### src/rtl/column_pattern_scroller.sv
// Scrolling column-bitmap source for the flappy-bird playfield.
// Keeps a COLS-deep window of ROWS-bit columns (1 = wall, 0 = open). Each
// accepted step shifts the window toward column 0 and appends either an
// empty column or a pipe column whose opening comes from an 8-bit LFSR.
module column_pattern_scroller #(
  parameter int ROWS    = 16,
  parameter int COLS    = 8,
  parameter int GAP     = 4,
  parameter int SEL_W   = 3,
  parameter int SPACING = 3,
  parameter int PIPE_W  = 1
) (
  input  logic                     clk,
  input  logic                     rst,
  input  logic                     enable,
  input  logic                     step,
  input  logic                     seed_load,
  input  logic [7:0]               seed,
  input  logic [$clog2(COLS)-1:0]  rd_col,
  output logic [ROWS-1:0]          rd_data,
  output logic [ROWS-1:0]          front_col,
  output logic [SEL_W-1:0]         gap_sel,
  output logic                     new_pipe,
  output logic                     passed
);

  localparam int IDX_W   = $clog2(COLS);
  localparam int CNT_MAX = (SPACING > PIPE_W) ? SPACING : PIPE_W;
  localparam int CNT_W   = $clog2(CNT_MAX + 1);
  localparam logic [CNT_W-1:0] SPACE_LAST = CNT_W'(SPACING - 1);
  localparam logic [CNT_W-1:0] PIPE_LAST  = CNT_W'(PIPE_W - 1);

  typedef enum logic {SPACE = 1'b0, PIPE = 1'b1} state_t;

  // Wall column with a GAP-row opening starting at row s.
  function automatic logic [ROWS-1:0] pipe_column(input logic [SEL_W-1:0] s);
    logic [ROWS-1:0] hole;
    hole = {{(ROWS-GAP){1'b0}}, {GAP{1'b1}}};
    return ~(hole << s);
  endfunction

  // One Fibonacci shift: taps 7,5,4,3 feed bit 0.
  function automatic logic [7:0] lfsr_next(input logic [7:0] l);
    return {l[6:0], l[7] ^ l[5] ^ l[4] ^ l[3]};
  endfunction

  state_t            state_q, state_d;
  logic [CNT_W-1:0]  cnt_q, cnt_d;
  logic [7:0]        lfsr_q, lfsr_d;
  logic [SEL_W-1:0]  gap_sel_q, gap_sel_d;
  logic              new_pipe_q, new_pipe_d;
  logic              passed_q, passed_d;
  logic [ROWS-1:0]   ins_col;
  logic              ins_tag;
  logic              adv;

  logic [ROWS-1:0]   buf_q [COLS];
  logic [COLS-1:0]   tag_q;

  // A seed load takes the cycle; a step during it is dropped.
  assign adv = enable & step & ~seed_load;

  // Next-state: column generation, rhythm counter, LFSR and pulses.
  always_comb begin
    state_d    = state_q;
    cnt_d      = cnt_q;
    lfsr_d     = lfsr_q;
    gap_sel_d  = gap_sel_q;
    new_pipe_d = 1'b0;
    passed_d   = 1'b0;
    ins_col    = '0;
    ins_tag    = 1'b0;
    if (seed_load) begin
      // An all-zero seed would lock the LFSR, so substitute 1.
      lfsr_d = (seed == 8'h00) ? 8'h01 : seed;
    end else if (adv) begin
      passed_d = tag_q[0];
      if (state_q == SPACE) begin
        if (cnt_q == SPACE_LAST) begin
          cnt_d   = '0;
          state_d = PIPE;
        end else begin
          cnt_d = cnt_q + 1'b1;
        end
      end else begin
        if (cnt_q == '0) begin
          // First column of a pipe picks the opening from the pre-advance LFSR.
          gap_sel_d  = lfsr_q[SEL_W-1:0];
          new_pipe_d = 1'b1;
          lfsr_d     = lfsr_next(lfsr_q);
          ins_col    = pipe_column(lfsr_q[SEL_W-1:0]);
        end else begin
          ins_col    = pipe_column(gap_sel_q);
        end
        if (cnt_q == PIPE_LAST) begin
          ins_tag = 1'b1;
          cnt_d   = '0;
          state_d = SPACE;
        end else begin
          cnt_d = cnt_q + 1'b1;
        end
      end
    end
  end

  // FSM, LFSR and registered output pulses.
  always_ff @(posedge clk) begin
    if (rst) begin
      state_q    <= SPACE;
      cnt_q      <= '0;
      lfsr_q     <= 8'h01;
      gap_sel_q  <= '0;
      new_pipe_q <= 1'b0;
      passed_q   <= 1'b0;
    end else begin
      state_q    <= state_d;
      cnt_q      <= cnt_d;
      lfsr_q     <= lfsr_d;
      gap_sel_q  <= gap_sel_d;
      new_pipe_q <= new_pipe_d;
      passed_q   <= passed_d;
    end
  end

  // Column window: shift toward column 0 and append the new column.
  always_ff @(posedge clk) begin
    if (rst) begin
      for (int i = 0; i < COLS; i++) begin
        buf_q[i] <= '0;
      end
      tag_q <= '0;
    end else if (adv) begin
      for (int i = 0; i < COLS - 1; i++) begin
        buf_q[i] <= buf_q[i+1];
        tag_q[i] <= tag_q[i+1];
      end
      buf_q[COLS-1] <= ins_col;
      tag_q[COLS-1] <= ins_tag;
    end
  end

  generate
    if ((1 << IDX_W) == COLS) begin : g_rd_full
      assign rd_data = buf_q[rd_col];
    end else begin : g_rd_guard
      // Indices past the last column read as open space.
      always_comb begin
        rd_data = '0;
        if (int'(rd_col) < COLS) begin
          rd_data = buf_q[rd_col];
        end
      end
    end
  endgenerate

  assign front_col = buf_q[0];
  assign gap_sel   = gap_sel_q;
  assign new_pipe  = new_pipe_q;
  assign passed    = passed_q;

endmodule

### config.mk
export PLATFORM = sky130hd
export DESIGN_NAME = column_pattern_scroller
export DESIGN_NICKNAME = d
export VERILOG_FILES = /design/src/rtl/column_pattern_scroller.sv
export SDC_FILE = /design/constraint.sdc
export NUM_CORES = 1
export LEC_CHECK = 0
export ABC_AREA = 1
export BUFFER_PORTS_ARGS = -buffer_cell sky130_fd_sc_hd__clkbuf_2
export CORE_UTILIZATION = 60
export CTS_BUF_LIST = sky130_fd_sc_hd__clkbuf_8 sky130_fd_sc_hd__clkbuf_16
export CTS_CLUSTER_DIAMETER = 100
export DETAILED_ROUTE_END_ITERATION = 7
export PLACE_DENSITY = 0.8
export SETUP_SLACK_MARGIN = 0.3
export SLEW_MARGIN = 20
export SYNTH_ARGS = -nofsm -noshare
export SYNTH_HDL_FRONTEND = slang
export SYNTH_SLANG_ARGS = --single-unit
### constraint.sdc
create_clock -name clk -period 1.76 [get_ports clk]
set_input_delay 0.088 -clock clk [delete_from_list [all_inputs] [get_ports clk]]
set_output_delay 0.088 -clock clk [all_outputs]
set_load 0.01 [all_outputs]
=== Word-level counts from Yosys, hierarchy flattened ===
Memories as Yosys holds them, arrays and structs flattened.
Cells that the tools add are included.

* Register bits: 24
* Latch bits: 0
* Bits in writable memories: 128
* ROM bits: 0
* Bits of input ports: 16
* Output and inout bits: 37
* Logic and storage cells: 69
* Memories: 1

{| class="wikitable"
|+ Memories
! name !! words !! width !! read ports !! clocked after Yosys merged registers in !! write ports !! RTL line !! text
|-
| buf_q || 8 || 16 || 9 || 0 || 8 || 57 || <nowiki>logic [ROWS-1:0] buf_q [COLS];</nowiki>
|}

* $add $sub $neg: 1
* $mul: 0
* Div/mod/pow operators: 0
* Order comparisons: 0
* Eq/ne operators: 1
* Shifts and indexed selects: 2
* Mux-type cells: 31
* Bitwise gates (word level): 17
* Reductions and logical operators: 9

{| class="wikitable"
|+ Operator list
! cell !! number
|-
| 2-to-1 mux 16 bit || 12
|-
| 2-to-1 mux 8 bit || 5
|-
| inverter 16 bit || 2
|-
| left shift 4 x 3 -> 16 bit (first input constant) || 2
|-
| 2-to-1 mux 1 bit || 11
|-
| logical NOT 8 bit || 1
|-
| OR 1 bit || 8
|-
| 2-to-1 mux 2 bit || 3
|-
| nonzero test 2 bit || 3
|-
| AND reduction 4 bit || 1
|-
| AND reduction 3 bit || 1
|-
| OR reduction 3 bit || 1
|-
| XOR 1 bit || 3
|-
| adder 2 x 1 -> 2 bit (second input constant) || 1
|-
| AND 1 bit || 2
|-
| == test 2 bit (second input constant) || 1
|-
| logical NOT 2 bit || 1
|-
| inverter 1 bit || 2
|-
| AND reduction 2 bit || 1
|}

=== Logic depth before layout (Yosys ltp) ===
* Depth after elaboration: 7
* Gate-level depth with buffers: 9
* Mapped depth without buffers: 8

=== Least setup slack after synthesis ===
OpenSTA, ideal clock, no wires.

* Path kind: register to register
* Start: reg cnt_q[0]
* End: mem buf_q[7][2] (data pin)
* Setup time: 255 ps
* Arrival: 1,155 ps
* Data required time: 1,505 ps
* Slack: 349 ps
* Cell stages (with the launch flop): 8
* Buffers on the path: 1
* Period minus slack after synthesis: 1,411 ps
* Path through: dfxtp_1 inv_1 ha_1 buf_2 inv_1 nor2_1 o21ai_0 inv_1

{| class="wikitable"
|+ RTL lines
! what !! RTL line !! text
|-
| start: declaration || 48 || <nowiki>logic [CNT_W-1:0] cnt_q, cnt_d;</nowiki>
|-
| start signal: assignment || 117 || <nowiki>cnt_q <= cnt_d;</nowiki>
|-
| end: declaration || 57 ||
|}

==> results.json <==
{
  "run_status": "completed",
  "path_clk_slew_ns": 0.06,
  "period_needed_ns": 1.67,
  "synth_warnings": 0,
  "wire_per_inst_um": 14.4,
  "routed_via_density": 5.21,
  "maxSlewViolCount": 0,
  "final_cycle_utilization_of_the_critical_path_pct": 95.1,
  "worst-slew-pin-transition_ns": 0.629,
  "floorplan.rows": 35,
  "n_antenna_cell": 0,
  "cts_made_buffers": 17,
  "dp.final_hpwl_um": 7130,
  "finalCoreUtilization_pct": 75.6,
  "clock.fmax_mhz": 598,
  "layout-drive-gt1-share_pct": 22.9,
  "worstPathRequired_ns": 1.67,
  "clk_path_buf_depth": 2,
  "die_area_um2": 10200,
  "insertion_delay_ns": 0.54,
  "detailedPlace.worstSlack_ns": 0.192,
  "worstSetupStartpointType": "flip-flop",
  "setup.worst_path.end_class": "output pin",
  "numPlacedInstances": 809,
  "synthesis.nets": 679,
  "synth.avg_cell_area_um2": 8.97,
  "core_area_um2": 9370,
  "finalHoldViolations": 0,
  "via_count": 4512,
  "max-slew-margin-rel_pct": 58.0,
  "synthToLayoutAreaGrowth_pct": 20.3,
  "rsz0062_at_grt": "yes",
  "grt_pass1_wl_um": 19500,
  "power_mw": 7.51,
  "cellInternalPower_mw": 5.74,
  "route.met3.wl_um": 778,
  "detailedRoute.firstPassIterationCount": 5,
  "die_width_um": 101,
  "max_cap_violations": 0,
  "grt.overflow.total": 0,
  "numClockSinks": 120,
  "drc": 0,
  "hold_class": "in -> reg",
  "crit_type": "reg -> out",
  "netSwitchingPower_mw": 1.77,
  "layout_common_cells": "114 x sky130_fd_sc_hd__nor2_1, 102 x sky130_fd_sc_hd__inv_1, 96 x sky130_fd_sc_hd__edfxtp_1",
  "globalplace.congestion": 0.855,
  "clock_power_share_pct": 47.1,
  "initial_standard_cell_utilization_of_the_core_pct": 62.8,
  "top_level_ports": 53,
  "power_density_nw_per_um2": 1060,
  "detailedRoute.firstIterationViolations": 323,
  "dieHeight_um": 101,
  "synth.lib_cells_used.distinct": 26,
  "timing.final.setup_violations": 0,
  "whs_ns": 0.0232,
  "postSynthCellCount": 656,
  "grt_start_max_net_pins": 78,
  "slack_of_the_critical_path_ns": 0.0864,
  "finish.cell_count_without_fillers": 866,
  "share_seq_of_total_power_pct": 43.5,
  "vdd_drop_max_v": 0.000774,
  "total_leakage_power_nw": 3.14,
  "met2_length_um": 6390,
  "detail_route.wirelength.met1_um": 5150,
  "fin_worst_skew_ns": 0.00693,
  "nNetsFinal": 747,
  "first_global_vias": 4299,
  "port_buffers": 52,
  "grt_antenna_before_repair": 0,
  "synthesis.area_um2": 5890,
  "clock-root-buffer": "sky130_fd_sc_hd__clkbuf_8",
  "tritoncts": "built",
  "grt_use_total_pct": 25.3,
  "post_synthesis_sequential_element_count": 120,
  "routed.top_layer": "met4",
  "synth-seq-area-share_pct": 57.1,
  "h-tree-depth": 4,
  "p_sw_share_pct": 23.6,
  "comb_power_share_pct": 9.5,
  "cp_data_arrival_time_ns": 1.59,
  "timing.critical_path.fanout_max": 2,
  "routed_wirelength_um": 12500,
  "leading_cell_type_in_the_layout_fill_and_taps_excluded": "sky130_fd_sc_hd__nor2_1",
  "post_route_ant_nets": 0
}
[routing by layer]
metal	GRT usage, %	up-vias
met3	5.89	17
met1	29.5	2100
met4	12.0	0
li1	-	2230
met5	0	-
met2	44.0	165
[final timing paths]
check	from	to	slack [ns]	cells past startpoint
hold / removal	step	flip-flop	0.02	5
hold reg to reg	tag_q[0]$_SDFFE_PP0N_	passed$_SDFF_PP0_	0.45	2
setup / recovery	buf_q[6][8]$_SDFFCE_PP0P_	rd_data[8]	0.09	7
setup reg to reg	buf_q[6][8]$_SDFFCE_PP0P_	buf_q[5][8]$_SDFFCE_PN0P_	0.31	10
[power groups by stage]
stage / Combinational, mW / Sequential, mW / Clock (mW)
6_report: 0.710 / 3.26 / 3.53
5_1_grt: 0.790 / 3.28 / 3.66
4_1_cts: 0.672 / 3.26 / 3.51
3_5_place_dp: 0.613 / 3.32 / 0
3_3_place_gp: 0.594 / 3.31 / 0
2_1_floorplan: 0.445 / 3.31 / 0
[synthesized netlist by cell type (all sizes together)]
| cell type | instances | area share, % |
|---|---|---|
| nand2 | 98 | 6.5 |
| a21oi | 67 | 6.4 |
| ha | 7 | 1.5 |
| inv | 123 | 7.8 |
| o21a | 4 | 0.51 |
| mux2i | 1 | 0.17 |
| buf | 32 | 3.9 |
| edfxtp | 96 | 49 |
| nand3 | 8 | 0.77 |
| o21ai | 62 | 5.5 |
| nor2 | 118 | 7.7 |
| clkbuf | 6 | 0.38 |
| dfxtp | 24 | 8.2 |
| o22ai | 10 | 1.7 |
[area by class of cell]
class                           instances  area, µm²
Clock buffer                           17        414
Clock inverter                         15        186
Fill cell                             599       2290
Inverter                              123        465
Multi-Input combinational cell        375       1860
Sequential cell                       120       3360
Tap cell                              129        161
Timing Repair Buffer                   87        626
[critical path, cell delays in order (launching register included)]
cell and delay (ns):
sky130_fd_sc_hd__edfxtp_1 0.39, sky130_fd_sc_hd__inv_2 0.09, sky130_fd_sc_hd__a21oi_1 0.07, sky130_fd_sc_hd__o21ai_1 0.16
sky130_fd_sc_hd__nand2_1 0.07, sky130_fd_sc_hd__nand2_1 0.08, sky130_fd_sc_hd__nand2_1 0.06, sky130_fd_sc_hd__clkbuf_2 0.12
[cell families (layout without fill, tap and decap cells)]
family / after synthesis / after routing / synth area share (%)
flops: 120 / 120 / 57.1
buf+inv: 161 / 242 / 12.1
compound gates: 143 / 143 / 14.1
simple gates: 224 / 224 / 15.0
fa+ha+maj: 7 / 7 / 1.49
mux: 1 / 1 / 0.170
[per-stage QoR]
step	area (µm²)	TNS, ns
3_3_place_gp	6190	0
4_1_cts	7000	0
6_report	7080	0
2_1_floorplan	5890	0
3_5_place_dp	6190	0
5_1_grt	7080	-0.000901
[state kept, by name (all words and copies together) (netlist names), named ones only]
signal and flops:
gap_sel 3, cnt_q 2, buf_q 96, tag_q 8, lfsr_q 8, passed 1, new_pipe 1
[repair_timing]
item,in CTS,in global routing
gates cloned,0,0
resized for setup,15,35
pin swaps,18,9
endpoints found under the hold margin,10,0
endpoints found under the setup margin,35,29
hold buffers,10,0
setup buffers,12,3
No activity file was read; power rests on OpenSTA's default activity.
